--- config.mk ---
export PLATFORM = sky130hd
export DESIGN_NAME = sram_mem_ctrl
export DESIGN_NICKNAME = d
export VERILOG_FILES = /design/src/rtl/sram_mem_ctrl.sv
export SDC_FILE = /design/constraint.sdc
export NUM_CORES = 1
export LEC_CHECK = 0
export BUFFER_PORTS_ARGS = -buffer_cell sky130_fd_sc_hd__buf_4
export CAP_MARGIN = 20
export CORE_ASPECT_RATIO = 0.5
export CORE_MARGIN = 1
export CORE_UTILIZATION = 45
export DETAILED_ROUTE_END_ITERATION = 6
export PLACE_DENSITY = 0.79
export SLEW_MARGIN = 20
export SYNTH_ARGS = -nofsm -noshare
export SYNTH_HDL_FRONTEND = slang
export SYNTH_SLANG_ARGS = --single-unit
--- constraint.sdc ---
create_clock -name clk -period 4.51 [get_ports clk]
set_input_delay 0.6765 -clock clk [delete_from_list [all_inputs] [get_ports clk]]
set_output_delay 0.6765 -clock clk [all_outputs]
set_load 0.01 [all_outputs]
--- src/rtl/sram_mem_ctrl.sv ---
// sram_mem_ctrl: serialises IF fetches and MEM data accesses onto one single-port SRAM and
// returns sticky, registered done flags to the pipeline stall logic.
module sram_mem_ctrl #(
    parameter int ACCESS_CYCLES = 3,
    parameter int ADDR_W        = 18,
    parameter int DATA_W        = 16
) (
    input  logic              clk,
    input  logic              rst,
    input  logic              hold_i,
    input  logic [ADDR_W-1:0] if_addr_i,
    output logic [DATA_W-1:0] inst_o,
    output logic              inst_read_done_o,
    input  logic              mem_op_i,
    input  logic              mem_we_i,
    input  logic [ADDR_W-1:0] mem_addr_i,
    input  logic [DATA_W-1:0] mem_wdata_i,
    output logic [DATA_W-1:0] mem_rdata_o,
    output logic              mem_done_o,
    output logic [ADDR_W-1:0] sram_addr_o,
    output logic [DATA_W-1:0] sram_wdata_o,
    output logic              sram_data_oe_o,
    input  logic [DATA_W-1:0] sram_rdata_i,
    output logic              sram_ce_n_o,
    output logic              sram_oe_n_o,
    output logic              sram_we_n_o
);
    localparam int CW = $clog2(ACCESS_CYCLES);
    localparam logic [CW-1:0] LAST = CW'(ACCESS_CYCLES - 1);

    typedef enum logic [1:0] {IDLE, DATA, INST} state_t;

    state_t            state_q, state_d;
    logic [CW-1:0]     cnt_q, cnt_d;
    logic              we_q, we_d;
    logic [ADDR_W-1:0] addr_q, addr_d;
    logic [DATA_W-1:0] wdata_q, wdata_d;
    logic [DATA_W-1:0] inst_q, inst_d;
    logic [DATA_W-1:0] rdata_q, rdata_d;
    logic              inst_done_q, inst_done_d;
    logic              mem_done_q, mem_done_d;
    logic              busy, last, rd, wr;

    assign busy = (state_q == DATA) || (state_q == INST);
    assign last = cnt_q == LAST;
    assign rd   = (state_q == INST) || (state_q == DATA && !we_q);
    assign wr   = state_q == DATA && we_q;

    always_comb begin
        state_d     = state_q;
        cnt_d       = cnt_q;
        we_d        = we_q;
        addr_d      = addr_q;
        wdata_d     = wdata_q;
        inst_d      = inst_q;
        rdata_d     = rdata_q;
        inst_done_d = inst_done_q;
        mem_done_d  = mem_done_q;
        case (state_q)
            IDLE: begin
                if (!hold_i) begin
                    inst_done_d = 1'b0;
                    mem_done_d  = 1'b0;
                end else if (mem_op_i && !mem_done_q) begin
                    // Data first: it belongs to the older instruction.
                    state_d = DATA;
                    cnt_d   = '0;
                    we_d    = mem_we_i;
                    addr_d  = mem_addr_i;
                    wdata_d = mem_wdata_i;
                end else if (!inst_done_q) begin
                    state_d = INST;
                    cnt_d   = '0;
                    we_d    = 1'b0;
                    addr_d  = if_addr_i;
                end
            end
            DATA, INST: begin
                cnt_d = cnt_q + CW'(1);
                if (last) begin
                    state_d = IDLE;
                    cnt_d   = '0;
                    if (state_q == INST) begin
                        inst_done_d = 1'b1;
                        inst_d      = sram_rdata_i;
                    end else begin
                        mem_done_d = 1'b1;
                        rdata_d    = we_q ? rdata_q : sram_rdata_i;
                    end
                end
            end
            default: state_d = IDLE;
        endcase
    end

    always_ff @(posedge clk) begin
        if (rst) begin
            state_q     <= IDLE;
            cnt_q       <= '0;
            we_q        <= 1'b0;
            addr_q      <= '0;
            wdata_q     <= '0;
            inst_q      <= '0;
            rdata_q     <= '0;
            inst_done_q <= 1'b0;
            mem_done_q  <= 1'b0;
        end else begin
            state_q     <= state_d;
            cnt_q       <= cnt_d;
            we_q        <= we_d;
            addr_q      <= addr_d;
            wdata_q     <= wdata_d;
            inst_q      <= inst_d;
            rdata_q     <= rdata_d;
            inst_done_q <= inst_done_d;
            mem_done_q  <= mem_done_d;
        end
    end

    // Write strobe leaves one setup cycle before and one hold cycle after.
    assign sram_ce_n_o      = !busy;
    assign sram_oe_n_o      = !rd;
    assign sram_data_oe_o   = wr;
    assign sram_we_n_o      = !(wr && cnt_q != '0 && !last);
    assign sram_addr_o      = addr_q;
    assign sram_wdata_o     = wdata_q;
    assign inst_o           = inst_q;
    assign mem_rdata_o      = rdata_q;
    assign inst_read_done_o = inst_done_q;
    assign mem_done_o       = mem_done_q;
endmodule

==> summary.txt, run 1 <==
CTS
  • Clock Tree Buf Depth: 2
  • CTS resizes: 0
  • Clock slew at reported path FFs: 0.05 ns
  • CTS buffer count: 9
  • CTS Sinks: 73
  • Root Driver: clkbuf_16
  • Clock latency on the worst-skew pair: 0.32 ns
  • Post CTS Setup Buffer Count: 0
  • CTS tree: done
  • CTS HTree Levels: 3
  • # hold bufs at CTS: 0

Timing
  • Final setup violating endpoints: 0
  • Crit path time final: 2.29 ns
  • Final Max Slew Viols: 0
  • Relative slew slack: 38.2%
  • Clock Skew: 0.00518 ns
  • Crit share post-route: 50.8%
  • RSZ-0062 raised after global routing: no
  • Max Freq: 437 MHz
  • Setup TNS: 0 ns
  • Hold Violations, Final: 0
  • Slew @ Worst Pin: 0.928 ns

Floorplanning
  • DIE AREA: 0.00679 mm^2
  • Ports: 145
  • Row count: 20
  • Starting Density: 47.3%
  • Die X: 116 um
  • Height of the die: 58.8 um
  • Core area: 0.00613 mm^2

Route
  • Vias after detailed routing: 2786
  • Drt pass-1 iters: 4
  • Routed Antenna Nets: 0
  • Final WL: 7.06 mm
  • DRC viols: 0
  • WL per Instance: 12.2 um
  • Mean number of vias per cell: 4.83
  • Initial DRC count: 196

Worst setup path
  • Reg2Reg Setup Slack: 2.23 ns
  • Cells on worst reg2reg path: 5
  • FF-to-FF Start: mem_done_o$_SDFFE_PP0P_
  • CP arrival: 2.52 ns
  • Critical path data required time: 4.74 ns
  • Crit start category: input port
  • Crit Path Category: in -> reg
  • FF-to-FF End: sram_addr_o[5]$_SDFFE_PP0P_
  • Critical Path Sink Type: flop
  • Critical path peak fanout: 30

Placement
  • Post-place instance area: 0.00400 mm^2
  • PortBufs: 144
  • GPL Wtd Cong: 0.812
  • # placed instances: 562
  • Post-DP HPWL: 4.91 mm

Hold path
  • Hold path startpoint: inst_o[1]$_SDFFE_PP0P_
  • HP Class: reg -> reg
  • Hold Path Stages: 2
  • Worst Hold End: inst_o[1]$_SDFFE_PP0P_

Final layout
  • Area Growth Syn to Fin: 47.6%
  • Finished Layout Cells: 577
  • Layout cell share with drive strength beyond 1: 34.2%
  • # nets final: 562
  • Post-route cell area: 0.00428 mm^2
  • N_diodes: 0

Power
  • Clock power share: 37.4%
  • Pwr Density: 395 mW/mm^2
  • Switching Fraction: 26.8%
  • Sw Pwr: 453 uW
  • Comb pwr share: 19.9%
  • Pint: 1.24 mW
  • Worst IR Drop VDD: 227 uV
  • Leakage Power: 1.99 nW
  • Power Total: 1.69 mW
  • Part of the power in registers: 42.7%

Synth
  • Synth warnings: 0
  • Post-Syn Area per Cell: 8.26 um^2
  • Number of synthesized register bits: 73
  • Post-Syn Instances: 351
  • Sequential share of the synthesized area: 50.4%
  • Number of distinct library cells after synthesis: 27
  • Synth Net Count: 428
  • Cell Area, Synth: 0.00290 mm^2

Global route
  • Initial antenna violation count: 0
  • Largest net degree at the start of global routing: 75
  • Total global-route track usage: 21.9%
  • Grt total ovfl: 0
  • Global-route wire length before repair: 11.5 mm
  • Number of global-route vias before repair: 2570

Outcome
  • Outcome: complete, no violations

Flow run
  • Max-capacitance violation count: 0
[worst max-delay path, stage by stage]
cell,delay [ns]
buf_4,0.08
nand2b_1,0.47
a21oi_4,0.76
buf_4,0.25
nor2_1,0.04
a311oi_1,0.23
[cell type report]
| class | count | area (um^2) |
|---|---|---|
| fillers | 510 | 1850 |
| flip-flops and latches | 73 | 1460 |
| multi-input cells | 250 | 1320 |
| repair buffers | 147 | 1100 |
| clock buffers | 10 | 239 |
| well taps | 88 | 110 |
| clock inverters | 5 | 32.5 |
| inverters | 4 | 15.0 |
[routing by layer]
layer / global-route usage, % / vias up / wire, um
met4: 5.38 / 0 / 85
li1: - / 1440 / -
met5: 0 / - / 0
met3: 8.44 / 9 / 459
met2: 39.4 / 88 / 3460
met1: 24.8 / 1249 / 3050
[power groups by stage]
stage / clock, mW / combinational, mW / sequential (mW)
after floorplan: 0 / 0.169 / 0.748
after global placement: 0 / 0.332 / 0.734
after detailed placement: 0 / 0.337 / 0.733
after CTS: 0.643 / 0.337 / 0.721
after global routing: 0.676 / 0.373 / 0.727
final: 0.632 / 0.336 / 0.721
[sequential cells by signal (all words and copies together), names as in the netlist]
| signal | flops |
|---|---|
| cnt_q | 2 |
| inst_o | 16 |
| inst_read_done_o | 1 |
| mem_done_o | 1 |
| mem_rdata_o | 16 |
| sram_addr_o | 18 |
| sram_wdata_o | 16 |
| state_q | 2 |
| we_q | 1 |
[synthesized netlist by cell type]
library cell	number	area [um^2]
a21o_1	2	15.0
ha_1	4	50.1
or4_4	1	11.3
inv_2	1	3.75
a2111oi_0	2	17.5
nand3_1	2	10.0
inv_1	3	11.3
nor2_1	38	143
nand2_1	109	409
dfxtp_1	73	1460
buf_2	3	15.0
a21oi_1	38	190
buf_1	1	3.75
mux2i_1	18	180
and3_1	1	6.26
buf_6	2	22.5
nor3_1	1	5.00
and2_1	2	12.5
buf_8	1	15.0
nand2b_1	6	37.5
nor2b_1	3	18.8
or2_2	1	6.26
a311oi_1	18	158
o32ai_1	2	17.5
o21bai_1	1	7.51
a21boi_0	1	7.51
clkbuf_1	17	63.8
[layout by cell type (no fill, tap or decap), types with 2 or more instances in the layout]
cell type	netlist	layout
ha_1	4	4
a2111oi_0	2	2
dfxtp_1	73	73
nand2_1	109	109
nand3_1	2	2
a311oi_1	18	18
clkinvlp_4	0	3
a21o_1	2	2
clkbuf_16	0	9
o32ai_1	2	2
nand2b_1	6	6
and2_1	2	2
mux2i_1	18	18
nor2b_1	3	3
a21oi_1	38	37
clkinv_2	0	2
buf_4	0	147
inv_1	3	3
nor2_1	38	37
[worst max path at each step]
| stage | from | to | slack (ns) | cells past startpoint |
|---|---|---|---|---|
| after floorplan | state_q[1]$_SDFFE_PP0P_ | mem_rdata_o[8]$_SDFFE_PP0P_ | 2.53 | 9 |
| after global placement | mem_op_i | sram_addr_o[5]$_SDFFE_PP0P_ | 1.59 | 6 |
| after detailed placement | mem_op_i | sram_addr_o[5]$_SDFFE_PP0P_ | 1.52 | 6 |
| after CTS | mem_done_o$_SDFFE_PP0P_ | sram_addr_o[5]$_SDFFE_PP0P_ | 1.88 | 5 |
| after global routing | mem_done_o$_SDFFE_PP0P_ | sram_addr_o[15]$_SDFFE_PP0P_ | 1.93 | 5 |
| final | mem_op_i | sram_addr_o[5]$_SDFFE_PP0P_ | 2.22 | 6 |
[logic make-up (layout without fill, tap and decap cells)]
kind of cell | Yosys count | after routing | share of synthesized area (%)
and+or+nand+nor | 164 | 164 | 22.7
AOI/OAI and AO/OA | 64 | 64 | 14.2
adders and majority gates | 4 | 4 | 1.73
DFF | 73 | 73 | 50.4
muxes | 18 | 18 | 6.21
buffers and inverters | 28 | 166 | 4.66
[metrics by stage]
stage | setup slack [ns] | hold slack, ns | util (%)
2_1_floorplan | 2.53 | 0.467 | -
3_3_place_gp | 1.59 | 0.442 | 65.2
3_5_place_dp | 1.52 | 0.449 | 65.2
5_1_grt | 1.93 | 0.475 | 69.8
4_1_cts | 1.88 | 0.454 | 69.6
6_report | 2.22 | 0.453 | 69.8
No activity file was read; power rests on OpenSTA's default activity.
==> run 2, diff against run 1 <==
--- a/config.mk
+++ b/config.mk
@@ -5,13 +5,14 @@
 export SDC_FILE = /design/constraint.sdc
 export NUM_CORES = 1
 export LEC_CHECK = 0
+export ABC_AREA = 1
 export BUFFER_PORTS_ARGS = -buffer_cell sky130_fd_sc_hd__buf_4
 export CAP_MARGIN = 20
 export CORE_ASPECT_RATIO = 0.5
 export CORE_MARGIN = 1
 export CORE_UTILIZATION = 45
 export DETAILED_ROUTE_END_ITERATION = 6
-export PLACE_DENSITY = 0.79
+export PLACE_DENSITY = 0.78
 export SLEW_MARGIN = 20
 export SYNTH_ARGS = -nofsm -noshare
 export SYNTH_HDL_FRONTEND = slang
==> constraint.sdc (replaced) <==
create_clock -name clk -period 2.3 [get_ports clk]
set_input_delay 0.345 -clock clk [delete_from_list [all_inputs] [get_ports clk]]
set_output_delay 0.345 -clock clk [all_outputs]
set_load 0.01 [all_outputs]
==> summary.txt, run 2 <==
Final layout
  • # nets final: 630 (+12%)
  • Commonest cells after routing, fill and taps aside: 149 x buf_4, 140 x nand2_1, 73 x dfxtp_1
  • Max FFs per register: 18 (unchanged)
  • Post-route cell area: 0.00444 mm^2 (+3.7%)
  • Area of the multi-input gates: 0.00137 mm^2 (+3.7%)
  • Storage element area: 0.00146 mm^2 (unchanged)
  • N_diodes: 0 (unchanged)
  • Area Growth Syn to Fin: 46.4%
  • Most common cell after layout, fill and taps aside: buf_4
  • Layout cell share with drive strength beyond 1: 31.7% (-2.4 points)
  • Fill cell count: 554 (+8.6%)

Synth
  • Number of synthesized flops with an enable pin: 0 (unchanged)
  • Commonest cells in the netlist: 140 x nand2_1, 73 x dfxtp_1, 57 x a21oi_1, 38 x nand3_1, 37 x nor2_1
  • Synth Net Count: 493 (+15%)
  • Post-synth ARST share: 0% (unchanged)
  • Top post-synthesis cells by area: dfxtp_1 48%, nand2_1 17%, a21oi_1 9.4%
  • Synth top area share: 48.2% (-2.2 points)
  • Yosys top cell by area: dfxtp_1
  • Synth Flop Type: dfxtp_1
  • Number of synthesized register bits: 73 (unchanged)
  • Synth warnings: 0 (unchanged)
  • Number of distinct library cells after synthesis: 22 (-19%)
  • Post-Syn Instances: 416 (+19%)
  • Post-Syn Area per Cell: 7.28 um^2 (-12%)
  • Cell Area, Synth: 0.00303 mm^2 (+4.5%)
  • Sequential share of the synthesized area: 48.2% (-2.2 points)
  • Most common cell in the netlist: nand2_1

Timing
  • Hold Violations, Final: 0 (unchanged)
  • Final Max Slew Viols: 0 (unchanged)
  • Crit path time final: 1.79 ns
  • Final setup violating endpoints: 0 (unchanged)
  • Slew @ Worst Pin: 0.556 ns (-0.372 ns)
  • Setup TNS: 0 ns (unchanged)
  • Clock Skew: 0.00781 ns (+0.00263 ns)
  • Crit share post-route: 77.8%
  • Max Freq: 559 MHz
  • Relative slew slack: 63.0% (+25 points)
  • RSZ-0062 raised after global routing: no

Power
  • Worst IR Drop VDD: 613 uV (+170%)
  • Leakage Power: 2.04 nW (+2.6%)
  • Pwr Density: 887 mW/mm^2 (+120%)
  • Power Total: 3.94 mW (+130%)

Flow run
  • Max-capacitance violation count: 0 (unchanged)

Hold path
  • HP Class: in -> reg
  • Hold Path Stages: 3 (+1)
  • Hold path startpoint: mem_wdata_i[12]
  • Worst Hold End: sram_wdata_o[12]$_SDFFE_PP0P_

CTS
  • Clock latency on the worst-skew pair: 0.34 ns (+0.02 ns)
  • CTS Sinks: 73 (unchanged)
  • CTS HTree Levels: 3 (unchanged)
  • Clock Tree Buf Depth: 2 (unchanged)
  • CTS buffer count: 9 (unchanged)
  • Clock slew at reported path FFs: 0.06 ns (about the same)
  • Root Driver: clkbuf_16
  • CTS tree: done
  • CTS resizes: 0 (unchanged)
  • Post CTS Setup Buffer Count: 0 (unchanged)
  • # hold bufs at CTS: 0 (unchanged)

Global route
  • Initial antenna violation count: 0 (unchanged)
  • Grt total ovfl: 0 (unchanged)
  • Number of global-route vias before repair: 2897 (+13%)
  • Global-route wire length before repair: 13.1 mm (+15%)
  • Largest net degree at the start of global routing: 56 (-25%)
  • Total global-route track usage: 24.0% (+2.0 points)

Route
  • DRC viols: 0 (unchanged)
  • Vias after detailed routing: 3170 (+14%)
  • Initial DRC count: 200 (+2.0%)
  • Routed Antenna Nets: 0 (unchanged)
  • Mean number of vias per cell: 4.91 (+1.6%)
  • WL per Instance: 12.7 um (+3.5%)
  • Final WL: 8.18 mm (+16%)
  • Drt pass-1 iters: 4 (unchanged)

Worst setup path
  • Critical path peak fanout: 23 (-23%)
  • FF-to-FF End: sram_addr_o[15]$_SDFFE_PP0P_
  • FF-to-FF Start: state_q[0]$_SDFFE_PP0P_
  • CP cell instances: inv_1 -> ha_1 -> nand2_2 -> clkinv_2 -> nand2_4 -> clkinv_2 -> nand2_1 -> a21oi_1
  • Slowest cell on crit path: dfxtp_1
  • Worst path top cell family by delay: simple AND/OR/NAND/NOR gates
  • CP most frequent cell: clkinv_2
  • Critical path data required time: 2.49 ns (-2.25 ns)
  • Worst Path Buf+Inv: 3 (+1)
  • CP arrival: 1.98 ns (-0.54 ns)
  • Crit Path Category: reg -> reg
  • Crit start category: flop
  • Critical path's largest stage delay: 0.35 ns (-0.41 ns)
  • Reg2Reg Setup Slack: 0.51 ns (-1.72 ns)
  • Critical Path Sink Type: flop
  • Cells on worst reg2reg path: 8 (+3)

Placement
  • PortBufs: 144 (unchanged)
  • Post-DP HPWL: 5.64 mm (+15%)
  • GPL Wtd Cong: 0.801 (-1.3%)
  • Post-place instance area: 0.00411 mm^2 (+2.9%)

Floorplanning
  • Height of the die: 60.0 um (+2.1%)
  • Starting Density: 48.2% (+0.94 points)
  • Die X: 118 um (+2.2%)
  • Ports: 145 (unchanged)
  • DIE AREA: 0.00708 mm^2 (+4.4%)
  • Core area: 0.00628 mm^2 (+2.4%)
  • Row count: 20 (unchanged)

Outcome
  • Outcome: complete, no violations
-- run 2: cell count changes in the layout (fill, tap and decap cells not counted), moves of 6 or more --
cell / delta
a21oi_1: +20
nand2_1: +31
mux2i_1: -18
nand2b_1: -6
o21ai_0: +16
nand3_1: +36
inv_1: +7
a311oi_1: -18
-- run 2: area by class of cell --
| class | instances | share of cell area, % |
|---|---|---|
| flip-flops and latches | 73 | 32.9 |
| clock inverters | 6 | 2.09 |
| multi-input cells | 305 | 30.8 |
| repair buffers | 149 | 25.2 |
| clock buffers | 10 | 5.16 |
| inverters | 15 | 1.33 |
| well taps | 88 | 2.48 |
-- run 2: kinds of logic (layout without fill, tap and decap cells) --
group / count (synthesis) / in the layout / synth area share (%)
AND/OR/NAND/NOR: 227 / 227 / 31.1
AO/OA/AOI/OAI: 74 / 74 / 12.3
adder cells (fa/ha/maj): 4 / 4 / 1.65
buffers and inverters: 38 / 180 / 6.69
flip-flops: 73 / 73 / 48.2
-- run 2: through the flow --
step	hold WS, ns	setup WS, ns	util [%]	std cells
3_5_place_dp	0.454	0.500	65.5	630
3_3_place_gp	0.450	0.565	65.5	630
6_report	0.227	0.511	70.6	646
5_1_grt	0.244	0.305	70.6	646
2_1_floorplan	0.458	0.807	-	416
4_1_cts	0.220	0.500	70.6	646
-- run 2: layer usage --
metal | up-vias | part of all wire [%] | GRT usage, %
met5 | - | 0 | 0
met4 | 0 | 1.1 | 8.97
met3 | 9 | 6.8 | 9.35
met2 | 103 | 48 | 40.8
met1 | 1441 | 44 | 28.0
li1 | 1617 | - | -
-- run 2: how the worst max path moves through the flow --
stage                     cells after the start                           end  slack (ns)               startpoint
after floorplan                               8       inst_o[10]$_SDFFE_PP0P_        0.81  state_q[1]$_SDFFE_PP0P_
after global routing                          8  sram_addr_o[15]$_SDFFE_PP0P_        0.31  state_q[1]$_SDFFE_PP0P_
after global placement                        8   sram_addr_o[9]$_SDFFE_PP0P_        0.57  state_q[0]$_SDFFE_PP0P_
final                                         8  sram_addr_o[15]$_SDFFE_PP0P_        0.51  state_q[0]$_SDFFE_PP0P_
after detailed placement                      8  sram_addr_o[15]$_SDFFE_PP0P_        0.50  state_q[0]$_SDFFE_PP0P_
after CTS                                     8  sram_addr_o[15]$_SDFFE_PP0P_        0.50  state_q[0]$_SDFFE_PP0P_
-- run 2: worst reg2reg max path: stages (launching register included) --
cell      delay [ns]
dfxtp_1         0.35
inv_1           0.08
ha_1            0.29
nand2_2         0.14
clkinv_2        0.09
nand2_4         0.22
clkinv_2        0.28
nand2_1         0.13
a21oi_1         0.06
-- run 2: report_power, final --
part	internal [mW]	total [mW]	switching, mW
Combinational	0.406	0.976	0.571
Clock	0.953	1.50	0.546
Sequential	1.39	1.46	0.0707
Total	2.75	3.94	1.19
==> run 3, diff against run 2 <==
--- a/config.mk
+++ b/config.mk
@@ -5,14 +5,14 @@
 export SDC_FILE = /design/constraint.sdc
 export NUM_CORES = 1
 export LEC_CHECK = 0
-export ABC_AREA = 1
+export ABC_AREA = 0
 export BUFFER_PORTS_ARGS = -buffer_cell sky130_fd_sc_hd__buf_4
 export CAP_MARGIN = 20
 export CORE_ASPECT_RATIO = 0.5
 export CORE_MARGIN = 1
 export CORE_UTILIZATION = 45
 export DETAILED_ROUTE_END_ITERATION = 6
-export PLACE_DENSITY = 0.78
+export PLACE_DENSITY = 0.79
 export SLEW_MARGIN = 20
 export SYNTH_ARGS = -nofsm -noshare
 export SYNTH_HDL_FRONTEND = slang
==> constraint.sdc (replaced) <==
create_clock -name clk -period 1.75 [get_ports clk]
set_input_delay 0.2625 -clock clk [delete_from_list [all_inputs] [get_ports clk]]
set_output_delay 0.2625 -clock clk [all_outputs]
set_load 0.01 [all_outputs]
==> summary.txt, run 3 (synthesized netlist as in run 1, its figures left out) <==
Worst setup path
  • Setup crit end: mem_rdata_o[9]$_SDFFE_PP0P_
  • Cells on worst reg2reg path: 6 (-2)
  • Crit start category: flop
  • Worst path top cell family by delay: simple AND/OR/NAND/NOR gates
  • Worst Path Buf+Inv: 2 (-1)
  • Critical path depth: 6 (-2)
  • Critical Path Sink Type: flop
  • Critical path's largest stage delay: 0.64 ns (+0.29 ns)
  • Crit Path Category: reg -> reg
  • Critical path peak fanout: 8 (-65%)
  • Reg2Reg Setup Slack: 0.02 ns (-0.49 ns)
  • Critical path data required time: 1.94 ns (-0.55 ns)
  • Slowest cell on crit path: or4_4
  • FF-to-FF End: mem_rdata_o[9]$_SDFFE_PP0P_
  • CP cell instances: inv_4 -> buf_4 -> ha_4 -> or4_4 -> mux2i_1 -> nor2_1
  • CP arrival: 1.92 ns (-0.06 ns)
  • FF-to-FF Start: state_q[0]$_SDFFE_PP0P_
  • Worst Setup SP: state_q[0]$_SDFFE_PP0P_

Placement
  • GPL Wtd Cong: 0.785 (-2.1%)
  • Post-DP HPWL: 5.15 mm (-8.5%)
  • PortBufs: 144 (unchanged)

Global route
  • Largest net degree at the start of global routing: 68 (+21%)
  • Grt total ovfl: 0 (unchanged)
  • Global-route wire length before repair: 11.8 mm (-9.8%)
  • Number of global-route vias before repair: 2576 (-11%)
  • Initial antenna violation count: 0 (unchanged)
  • Total global-route track usage: 22.8% (-1.2 points)

Final layout
  • # nets final: 579 (-8.1%)
  • N_diodes: 0 (unchanged)
  • Max FFs per register: 18 (unchanged)
  • Util after Layout: 72.6% (+2.0 points)
  • Most common cell after layout, fill and taps aside: buf_4
  • Area of the multi-input gates: 0.00135 mm^2 (-1.5%)
  • Commonest cells after routing, fill and taps aside: 162 x buf_4, 109 x nand2_1, 71 x dfxtp_1
  • Area Growth Syn to Fin: 53.6%
  • Layout cell share with drive strength beyond 1: 37.0% (+5.3 points)
  • Fill cell count: 480 (-13%)
  • Storage element area: 0.00146 mm^2 (+0.17%)

Route
  • Vias after detailed routing: 2921 (-7.9%)
  • Routed Antenna Nets: 0 (unchanged)
  • DRC viols: 0 (unchanged)
  • Final WL: 7.59 mm (-7.2%)
  • Mean number of vias per cell: 4.93 (+0.38%)
  • Drt pass-1 iters: 5 (+1)
  • WL per Instance: 12.8 um (+1.1%)
  • Initial DRC count: 132 (-34%)

Floorplanning
  • Height of the die: 58.8 um (-2.1%)
  • Row count: 20 (unchanged)
  • DIE AREA: 0.00679 mm^2 (-4.2%)
  • Ports: 145 (unchanged)
  • Starting Density: 47.3% (-0.94 points)
  • Core area: 0.00613 mm^2 (-2.4%)
  • Die X: 116 um (-2.1%)

CTS
  • Clock Tree Buf Depth: 2 (unchanged)
  • CTS Sinks: 73 (unchanged)
  • Root Driver: clkbuf_16
  • CTS tree: done
  • Clock latency on the worst-skew pair: 0.33 ns (about the same)
  • CTS buffer count: 9 (unchanged)
  • CTS HTree Levels: 3 (unchanged)
  • Clock slew at reported path FFs: 0.05 ns (about the same)

Power
  • Leakage Power: 2.08 nW (+2.2%)
  • Worst IR Drop VDD: 631 uV (+3.0%)
  • Pwr Density: 1040 mW/mm^2 (+17%)

Timing
  • Hold Violations, Final: 0 (unchanged)
  • Relative slew slack: 56.9% (-6.0 points)
  • Final setup violating endpoints: 0 (unchanged)
  • RSZ-0062 raised after global routing: yes
  • Crit path time final: 1.73 ns (-0.0618 ns)
  • Max Freq: 579 MHz (+3.6%)
  • Clock Skew: 0.00476 ns (-0.00305 ns)
  • Slew @ Worst Pin: 0.646 ns (+0.0904 ns)
  • Final hold slack: 0.175 ns (-0.0517 ns)
  • Final Max Slew Viols: 0 (unchanged)
  • Crit share post-route: 98.7% (+21 points)

Outcome
  • Outcome: complete, no violations

Hold path
  • HP Class: in -> reg

Flow run
  • Max-capacitance violation count: 0 (unchanged)
run 3: cell types whose count changed in the layout (fill, tap and decap cells not counted), sizes merged, moves of 3 or more:
cell and delta:
nor2b +3, nand2 -35, buf +14, clkinv -3, inv -9, mux2i +18
o21ai -16, a21oi -19, a311oi +18, nand3 -36, nand2b +6
run 3: how the worst min path moves through the flow:
stage               cells after the start                     startpoint  slack, ns                             to
finish                                  3               sram_rdata_i[14]       0.18   mem_rdata_o[14]$_SDFFE_PP0P_
global route                            3                mem_wdata_i[14]       0.17  sram_wdata_o[14]$_SDFFE_PP0P_
CTS                                     3               sram_rdata_i[14]       0.16   mem_rdata_o[14]$_SDFFE_PP0P_
detailed placement                      2  sram_wdata_o[13]$_SDFFE_PP0P_       0.45  sram_wdata_o[13]$_SDFFE_PP0P_
global placement                        2  sram_wdata_o[15]$_SDFFE_PP0P_       0.44  sram_wdata_o[15]$_SDFFE_PP0P_
floorplan                               2                sram_rdata_i[0]       0.40         inst_o[0]$_SDFFE_PP0P_
run 3: area by class of cell:
class                           count  area share, %
Timing Repair Buffer              163           27.6
Inverter                            4          0.450
Clock buffer                       11           5.45
Multi-Input combinational cell    251           30.2
Tap cell                           88           2.47
Clock inverter                      3          0.956
Sequential cell                    73           32.9
run 3: what timing repair did:
item	in CTS	in global routing
setup buffers	5	0
endpoints found under the setup margin	16	19
hold buffers	0	0
pin swaps	2	3
resized for setup	2	5
cloned	1	0
run 3: worst register-to-register path, cell delays in order (launching register included):
cell and delay, ns:
dfxtp_2 0.34, inv_4 0.05, buf_4 0.14, ha_4 0.16, or4_4 0.64, mux2i_1 0.20
nor2_1 0.05
run 3: layer usage:
metal / part of all wire [%] / GRT usage, % / vias to the layer above / routed length [um]
met1: 43 / 26.7 / 1346 / 3290
li1: - / - / 1477 / -
met2: 49 / 39.3 / 94 / 3750
met4: 0.51 / 7.05 / 0 / 39
met3: 6.7 / 8.44 / 4 / 506
met5: 0 / 0 / - / 0
run 3: power breakdown:
| group | internal (mW) | switching [mW] | leakage, nW | total (mW) |
|---|---|---|---|---|
| clock network | 1.12 | 0.632 | 0.137 | 1.75 |
| registers | 1.78 | 0.0735 | 0.595 | 1.86 |
| logic | 0.513 | 0.490 | 1.35 | 1.00 |
run 3: per-stage QoR:
stage               power (mW)  std cells  cell area (um^2)  setup slack (ns)  TNS (ns)
floorplan                 2.38        351              2920            -0.103     -1.03
global placement          2.82        573              4100           0.00840         0
detailed placement        2.83        573              4100           -0.0313    -0.276
CTS                       4.64        593              4430          -0.00642  -0.00738
global route              4.83        593              4450           -0.0340    -0.130
finish                    4.61        593              4450            0.0223         0
